<file path="config.mk">
export PLATFORM = sky130hd
export DESIGN_NAME = tile_order_reader_flat
export DESIGN_NICKNAME = d
export VERILOG_FILES = /design/src/rtl/tile_order_reader_if.sv /design/src/rtl/tile_order_reader.sv /design/src/flat_wrapper.sv
export SDC_FILE = /design/constraint.sdc
export NUM_CORES = 1
export LEC_CHECK = 0
export BUFFER_PORTS_ARGS = -buffer_cell sky130_fd_sc_hd__buf_2
export CAP_MARGIN = 20
export CORE_ASPECT_RATIO = 0.6
export CORE_MARGIN = 10
export CORE_UTILIZATION = 50
export DETAILED_ROUTE_END_ITERATION = 8
export PLACE_DENSITY = 0.73
export SYNTH_ARGS = -nofsm -noshare
export SYNTH_HDL_FRONTEND = slang
export SYNTH_SLANG_ARGS = --single-unit
</file>
<file path="constraint.sdc">
create_clock -name clk -period 6.1 [get_ports clk]
set_input_delay 0.915 -clock clk [delete_from_list [all_inputs] [get_ports clk]]
set_output_delay 0.915 -clock clk [all_outputs]
set_load 0.005 [all_outputs]
</file>
<file path="src/rtl/tile_order_reader_if.sv">
// Tile-order handshake bundle: order load strobe/data in, per-slot tile stream out.
// master = order source / tile sink, slave = tile_order_reader.
interface tile_order_reader_if #(
  parameter int N_TILES = 24,
  parameter int ID_W    = 6,
  parameter int POS_W   = 5
);
  logic                      load;
  logic [N_TILES*ID_W-1:0]   order_in;
  logic                      busy;
  logic                      error;
  logic                      tile_valid;
  logic                      tile_ready;
  logic [POS_W-1:0]          tile_pos;
  logic [ID_W-1:0]           tile_id;
  logic                      tile_last;
  logic                      done;

  modport master (
    output load, order_in, tile_ready,
    input  busy, error, tile_valid, tile_pos, tile_id, tile_last, done
  );

  modport slave (
    input  load, order_in, tile_ready,
    output busy, error, tile_valid, tile_pos, tile_id, tile_last, done
  );
endinterface

</file>
<file path="src/rtl/tile_order_reader.sv">
// Captures a packed picture order, verifies it is a permutation one slot/cycle (N_TILES cycles),
// then streams slots over valid/ready; outputs hold while tile_ready is low, load ignored while busy.
module tile_order_reader #(
  parameter int N_TILES = 24,
  parameter int ID_W    = 6,
  parameter int POS_W   = 5
) (
  input  logic              clk,
  input  logic              rst_n,
  tile_order_reader_if.slave bus
);

  localparam logic [1:0] ST_IDLE   = 2'd0;
  localparam logic [1:0] ST_CHECK  = 2'd1;
  localparam logic [1:0] ST_STREAM = 2'd2;
  localparam logic [1:0] ST_ERROR  = 2'd3;

  localparam int               ORD_W    = N_TILES * ID_W;
  localparam int               N_SLOTS  = 2 ** POS_W;
  localparam logic [POS_W-1:0] LAST_POS = POS_W'(N_TILES - 1);
  localparam logic [ID_W:0]    ID_LIM   = (ID_W + 1)'(N_TILES);

  logic             rst_meta_q;
  logic             rst_sync_q;

  logic [1:0]       state_q, state_d;
  logic [ORD_W-1:0] order_q, order_d;
  logic [N_TILES-1:0] seen_q, seen_d;
  logic [POS_W-1:0] cnt_q, cnt_d;
  logic             done_q, done_d;

  logic [ID_W-1:0]  slot_a [N_SLOTS];
  logic [ID_W-1:0]  cur_id;
  logic             id_in_range;
  logic             id_seen;
  logic             slot_bad;
  logic             at_last;
  logic             streaming;

  // Assert asynchronously, release two clocks after rst_n rises.
  always_ff @(posedge clk or negedge rst_n) begin
    if (!rst_n) begin
      rst_meta_q <= 1'b0;
      rst_sync_q <= 1'b0;
    end else begin
      rst_meta_q <= 1'b1;
      rst_sync_q <= rst_meta_q;
    end
  end

  // Slot 0 sits in the MSBs; unused tail entries read as zero.
  always_comb begin
    for (int k = 0; k < N_SLOTS; k++) begin
      slot_a[k] = '0;
    end
    for (int k = 0; k < N_TILES; k++) begin
      slot_a[k] = order_q[(N_TILES-1-k)*ID_W +: ID_W];
    end
  end

  assign cur_id      = slot_a[cnt_q];
  assign id_in_range = ({1'b0, cur_id} < ID_LIM);
  assign id_seen     = id_in_range && seen_q[cur_id[POS_W-1:0]];
  assign slot_bad    = !id_in_range || id_seen;
  assign at_last     = (cnt_q == LAST_POS);
  assign streaming   = (state_q == ST_STREAM);

  always_comb begin
    state_d = state_q;
    order_d = order_q;
    seen_d  = seen_q;
    cnt_d   = cnt_q;
    done_d  = 1'b0;

    case (state_q)
      ST_IDLE, ST_ERROR: begin
        if (bus.load) begin
          order_d = bus.order_in;
          seen_d  = '0;
          cnt_d   = '0;
          state_d = ST_CHECK;
        end
      end

      ST_CHECK: begin
        if (slot_bad) begin
          state_d = ST_ERROR;
        end else begin
          seen_d[cur_id[POS_W-1:0]] = 1'b1;
          if (at_last) begin
            cnt_d   = '0;
            state_d = ST_STREAM;
          end else begin
            cnt_d = cnt_q + POS_W'(1);
          end
        end
      end

      ST_STREAM: begin
        if (bus.tile_ready) begin
          if (at_last) begin
            state_d = ST_IDLE;
            done_d  = 1'b1;
          end else begin
            cnt_d = cnt_q + POS_W'(1);
          end
        end
      end

      default: state_d = ST_IDLE;
    endcase
  end

  always_ff @(posedge clk or negedge rst_sync_q) begin
    if (!rst_sync_q) begin
      state_q <= ST_IDLE;
      order_q <= '0;
      seen_q  <= '0;
      cnt_q   <= '0;
      done_q  <= 1'b0;
    end else begin
      state_q <= state_d;
      order_q <= order_d;
      seen_q  <= seen_d;
      cnt_q   <= cnt_d;
      done_q  <= done_d;
    end
  end

  // Tile fields are forced to zero whenever no tile is being offered.
  assign bus.busy       = (state_q == ST_CHECK) || streaming;
  assign bus.error      = (state_q == ST_ERROR);
  assign bus.tile_valid = streaming;
  assign bus.tile_pos   = streaming ? cnt_q : '0;
  assign bus.tile_id    = streaming ? cur_id : '0;
  assign bus.tile_last  = streaming && at_last;
  assign bus.done       = done_q;

endmodule

</file>
<file path="src/flat_wrapper.sv">
// flat-port wrapper written by rule: the top's interface ports become plain ports
module tile_order_reader_flat 
#(
  parameter int N_TILES = 24,
  parameter int ID_W    = 6,
  parameter int POS_W   = 5
)
  (clk, rst_n, bus_load, bus_order_in, bus_tile_ready, bus_busy, bus_error, bus_tile_valid, bus_tile_pos, bus_tile_id, bus_tile_last, bus_done);
  tile_order_reader_if #(.N_TILES(N_TILES), .ID_W(ID_W), .POS_W(POS_W)) bus_i ();
  input  logic clk;
  input  logic rst_n;
  input wire logic [$bits(bus_i.load)-1:0] bus_load;
  input wire logic [$bits(bus_i.order_in)-1:0] bus_order_in;
  input wire logic [$bits(bus_i.tile_ready)-1:0] bus_tile_ready;
  output wire logic [$bits(bus_i.busy)-1:0] bus_busy;
  output wire logic [$bits(bus_i.error)-1:0] bus_error;
  output wire logic [$bits(bus_i.tile_valid)-1:0] bus_tile_valid;
  output wire logic [$bits(bus_i.tile_pos)-1:0] bus_tile_pos;
  output wire logic [$bits(bus_i.tile_id)-1:0] bus_tile_id;
  output wire logic [$bits(bus_i.tile_last)-1:0] bus_tile_last;
  output wire logic [$bits(bus_i.done)-1:0] bus_done;
  assign bus_i.load = bus_load;
  assign bus_i.order_in = bus_order_in;
  assign bus_i.tile_ready = bus_tile_ready;
  assign bus_busy = bus_i.busy;
  assign bus_error = bus_i.error;
  assign bus_tile_valid = bus_i.tile_valid;
  assign bus_tile_pos = bus_i.tile_pos;
  assign bus_tile_id = bus_i.tile_id;
  assign bus_tile_last = bus_i.tile_last;
  assign bus_done = bus_i.done;
  tile_order_reader #(.N_TILES(N_TILES), .ID_W(ID_W), .POS_W(POS_W)) u_core (.clk(clk), .rst_n(rst_n), .bus(bus_i));
endmodule
</file>
# Word-level counts from Yosys, hierarchy flattened
# Index checks and enable logic that the tools add are counted.
# word_totals
register_bits,178
inputBits,148
word_cells,64
# classes
add_sub_neg,1
order_cmp,4
n_eq_ne,10
mux,27
bitwise,2
n_reduce_logical,13
# op_table
cell,count
24-bit two-way mux,2
24-bit case mux with 2 select lines,1
6-bit binary-select mux with 5-bit select,1
5-bit two-way mux,6
24-bit bitwise OR,1
6-bit two-way mux,3
5-bit case mux with 3 select lines,1
2-bit two-way mux,5
"2-bit inequality test, second input constant",4
4-bit AND reduction,2
"6-bit greater-or-equal comparator, second input constant",1
"5-bit by 6-bit less-than comparator with 1-bit output, second input constant",1
"6-bit by 5-bit less-than comparator with 1-bit output, second input constant",1
5-bit NOT with 6-bit output,1
2-bit case mux with 3 select lines,1
"5-bit by 1-bit adder with 5-bit output, second input constant",1
1-bit binary-select mux with 5-bit select,1
1-bit demux with 5-bit select,1
"5-bit == test, second input constant",1
"5-bit by 1-bit greater-or-equal comparator with 1-bit output, second input constant",1
1-bit two-way mux,5
"2-bit == test, second input constant",2
1-bit logical AND,3
"3-bit by 1-bit inequality test with 1-bit output, second input constant",1
other kinds (9),10

# Longest topological paths before layout
# logic_depth
word_depth,11
ltp_mapped,16

# Worst setup path after synthesis
# No wires, ideal clock.
# synth_timing
kind,reg2reg
start,register u_core.cnt_q[0]
end,register u_core.cnt_q[4]
setup_ps,126
arrival_time_ps,3209
required_ps,5974
slack_ps,2765
path_stages_with_launch,12
synth_period_minus_slack_ps,3335
cell_sequence,dfrtp_1 -> buf_6 -> buf_6 -> buf_6 -> mux4_2 -> mux4_2 -> a21oi_1 -> o41a_1 -> o311ai_1 -> or2_1 -> a211o_1 -> a221o_1
# synth_between
elab_chain_len,10
elab_cells_between_ends,20
classes_between,add/sub: 1; order compare: 1; eq/ne: 3; mux: 10; bitwise: 1; reduce/logical: 4
# synth_rtl
element,line,text
from (decl),tile_order_reader.sv:29,"logic [POS_W-1:0] cnt_q, cnt_d;"
from (signal assigned),tile_order_reader.sv:125,cnt_q <= cnt_d;
5-bit NOT with 6-bit output (implied by the code),tile_order_reader.sv:61,assign cur_id = slot_a[cnt_q];
6-bit binary-select mux with 5-bit select,tile_order_reader.sv:61,
6-bit two-way mux (implied by the code) (2 in a row),tile_order_reader.sv:61,
1-bit binary-select mux with 5-bit select,tile_order_reader.sv:63,assign id_seen = id_in_range && seen_q[cur_id[POS_W-1:0]];
1-bit two-way mux (implied by the code),tile_order_reader.sv:63,
1-bit logical AND,tile_order_reader.sv:63,
1-bit logical OR,tile_order_reader.sv:64,assign slot_bad = !id_in_range || id_seen;
2-bit inequality test (no source line),-,
4-bit AND reduction (no source line),-,
# Several ways; a longest one is shown, not always the timed one. The select of a mux whose other input is x is not followed.
# A chain may end at the register's enable or synchronous reset.

# Final worst setup path
# layout_timing
start,register u_core.cnt_q[2]
end,register u_core.cnt_q[4]
# The elaborated chain is that of the path after synthesis.

==> key figures <==
CTS
  – Root buffer cell: clkbuf_16
  – Post_cts resized: 0
  – Clock sink total: 178
  – TritonCTS clock tree: yes
  – TritonCTS Buffers: 17
  – Cts hold-fix bufs: 0
  – Clock Tree Buf Depth: 2
  – Post CTS Setup Buffer Count: 0
  – H-tree levels: 4
  – Clock slew at reported path FFs: 0.08 ns
  – Clk_lat worst skew: 0.42 ns

Yosys
  – Synth area leaders: dfrtp_1, mux2_2, mux2i_1
  – Post-synth top area share: 52.6%
  – Synth Cell Area: 8480 um^2
  – Synthesis Warnings: 0
  – Number of flops mapped to enable cells by yosys: 0
  – Synth Net Count: 802
  – FFs w/ async S/R, synth: 100%
  – Synth Instances: 650
  – Sequential share of the synthesized area: between 50% and 60%
  – Syn avg cell area: 13.0 um^2
  – Yosys reg bits: 178
  – Post-synth cell types: 54
  – Cell taking the most area after synthesis: dfrtp_1
  – Ys flop type: dfrtp_1

Global route
  – Gr usage total: 20.5%
  – Pin count of the biggest net entering global routing: 75
  – Final global-route overflow total: 0
  – First-pass GRT wire length: approximately 37000 um
  – Initial antenna violation count: 0
  – Number of global-route vias before repair: 6493

Min path
  – Hold Crit Class: input pin to async pin

Placed design
  – Placer Congestion: 0.928
  – Port Buffers: 163
  – Dpl hpwl: 17400 um

Drt
  – DR vias/cell: 5.77
  – Via count: 5982
  – Routed Antenna Nets: 0
  – WL/cell: between 20 and 25 um
  – DRT Pass-1 Iters: 6
  – DRC: 0
  – Final wirelength: 23100 um
  – DRT iter0 DRCs: ~530

Setup path
  – CP max stage cell: nor2b_1
  – Buf/Inv on CP: 0
  – Max FO, Critical Path: 16
  – WP depth: 10
  – WS Path Type: flip-flop to flip-flop
  – Top delay family on crit path: simple AND/OR/NAND/NOR gates
  – Reg2Reg Depth: 10
  – Worst path cell trace: nor2b_1, nand2_1, nand3_1, nand3_2, mux2_1, a2111oi_0, o311ai_1, or2_1, a211o_1, a221o_1
  – Startpoint types: flip-flop
  – Crit path capture type: flip-flop
  – Data arrival time of the critical path: between 5 and 6 ns
  – Critical Path Max Stage Delay: 0.92 ns
  – Worst path required time: 6.40 ns

Timing
  – Finish-stage setup viols: 0
  – Setup TNS: 0 ns
  – Worst Max-Slew Pin Slew: 1.06 ns
  – Unrepaired setup endpoints after global routing: no
  – Slew headroom: 29.0%
  – Min cycle time layout: just under 5 ns
  – Tcrit/Tclk final: 79.2%
  – Setup Skew: 0.0141 ns
  – F_max: 207 MHz
  – Hold Vio Cnt, Final: 0
  – Max-slew violations: 0

Power
  – Peak supply drop: approximately 260 uV
  – Leak Pwr: 4.50 nW
  – Total power: 5.22 mW
  – PD cells: 520 nW/um^2

Outcome
  – Status: finished, final reports clean

Die
  – Die width: ~190 um
  – Core area: 16400 um^2
  – Die Ht: 121 um
  – Initial core utilization: approximately half
  – Die area: ~23000 um^2
  – Core Rows: 36
  – IO Pins: 164

Cells and area
  – Ant. Diodes: 0
  – Area grow syn2layout: 18.5%
  – Share of layout cells above drive strength 1: 45.7%
  – Layout net count: between 900 and 1000

Flow run
  – Total of max-cap violations: 0
[synthesized netlist by cell type, drive strengths merged, types with 13 or more instances]
cell type,n
dfrtp,178
mux2,151
mux2i,55
nand2,32
clkbuf,26
nand3,23
o21ai,18
a22oi,17
buf,16
nor2,16
a32o,13
mux4,13
[layout by cell type, fill, tap and decap left out, drive strengths merged, types with 16 or more instances in the layout]
| master | Yosys | layout |
|---|---|---|
| nand3 | 23 | 23 |
| mux2 | 151 | 151 |
| a22oi | 17 | 17 |
| dfrtp | 178 | 178 |
| mux2i | 55 | 55 |
| nand2 | 32 | 32 |
| o21ai | 18 | 18 |
| nor2 | 16 | 16 |
| inv | 10 | 17 |
| clkbuf | 26 | 18 |
| buf | 16 | 169 |
[state kept, by name, indices dropped and copies added, names as in the netlist]
register and cells:
u_core.rst_meta_q 1, u_core.order_q 144, u_core.state_q 2, u_core.cnt_q 5
u_core.bus.done 1, u_core.seen_q 24, u_core.rst_sync_q 1
[cells by family after synthesis]
group | share of synthesized area (%)
multiplexers | 30.0
flip-flops | 52.6
AND/OR/NAND/NOR | 6.51
AO/OA/AOI/OAI | 7.35
buffers and inverters | 2.94
adder cells (fa/ha/maj) | 0.591
other | 0.0442
[power by group]
group | internal (mW) | switching [mW]
clock network | 0.594 | 0.530
logic | 1.00 | 0.966
registers | 1.73 | 0.397
[path summary, 6_finish.rpt]
kind                                   start                 end  slack [ns]
setup / recovery             u_core.cnt_q[2]     u_core.cnt_q[4]        1.27
hold / removal                         rst_n   u_core.rst_sync_q        0.26
setup reg to reg             u_core.cnt_q[2]     u_core.cnt_q[4]        1.27
hold reg to reg            u_core.rst_sync_q  u_core.order_q[19]        0.31
max in group asynchronous  u_core.rst_sync_q     u_core.cnt_q[0]        4.40
min in group clk           u_core.rst_meta_q   u_core.rst_sync_q        0.35
[worst register-to-register path, cell delays in order (launching register included)]
cell and delay [ns]:
dfrtp_1 0.82, nor2b_1 0.93, nand2_1 0.18, nand3_1 0.24
nand3_2 0.37, mux2_1 0.44, a2111oi_0 0.42, o311ai_1 0.19
or2_1 0.32, a211o_1 0.41, a221o_1 0.39
[stage by stage]
step | instance area, um^2 | util [%] | std cells | hold WS, ns | setup slack (ns)
floorplan | 8480 | - | 650 | 0.331 | 0.773
global placement | 9420 | 57.3 | 1004 | 0.314 | 1.15
detailed placement | 9420 | 57.3 | 1004 | 0.326 | 0.964
CTS | 10000 | 61.1 | 1036 | 0.249 | 0.883
global route | 10000 | 61.1 | 1037 | 0.240 | 0.964
finish | 10000 | 61.1 | 1037 | 0.259 | 1.27
[routing by layer]
layer / vias to the layer above / routed length [um] / GRT usage, %
met5: - / 0 / 0
met4: 0 / 152 / 3.23
met3: 19 / 1820 / 6.66
met2: 233 / 10300 / 31.0
met1: 3022 / 10900 / 28.5
li1: 2708 / - / -
[layout make-up]
| type | count | area [um^2] |
|---|---|---|
| fill | 1326 | 6400 |
| sequential | 178 | 4460 |
| multi-input combinational | 419 | 3780 |
| timing repair buffer | 169 | 861 |
| clock buffer | 18 | 429 |
| tap | 228 | 285 |
| clock inverter | 14 | 186 |
| inverter | 11 | 41.3 |
(Power assumes the default switching activity.)
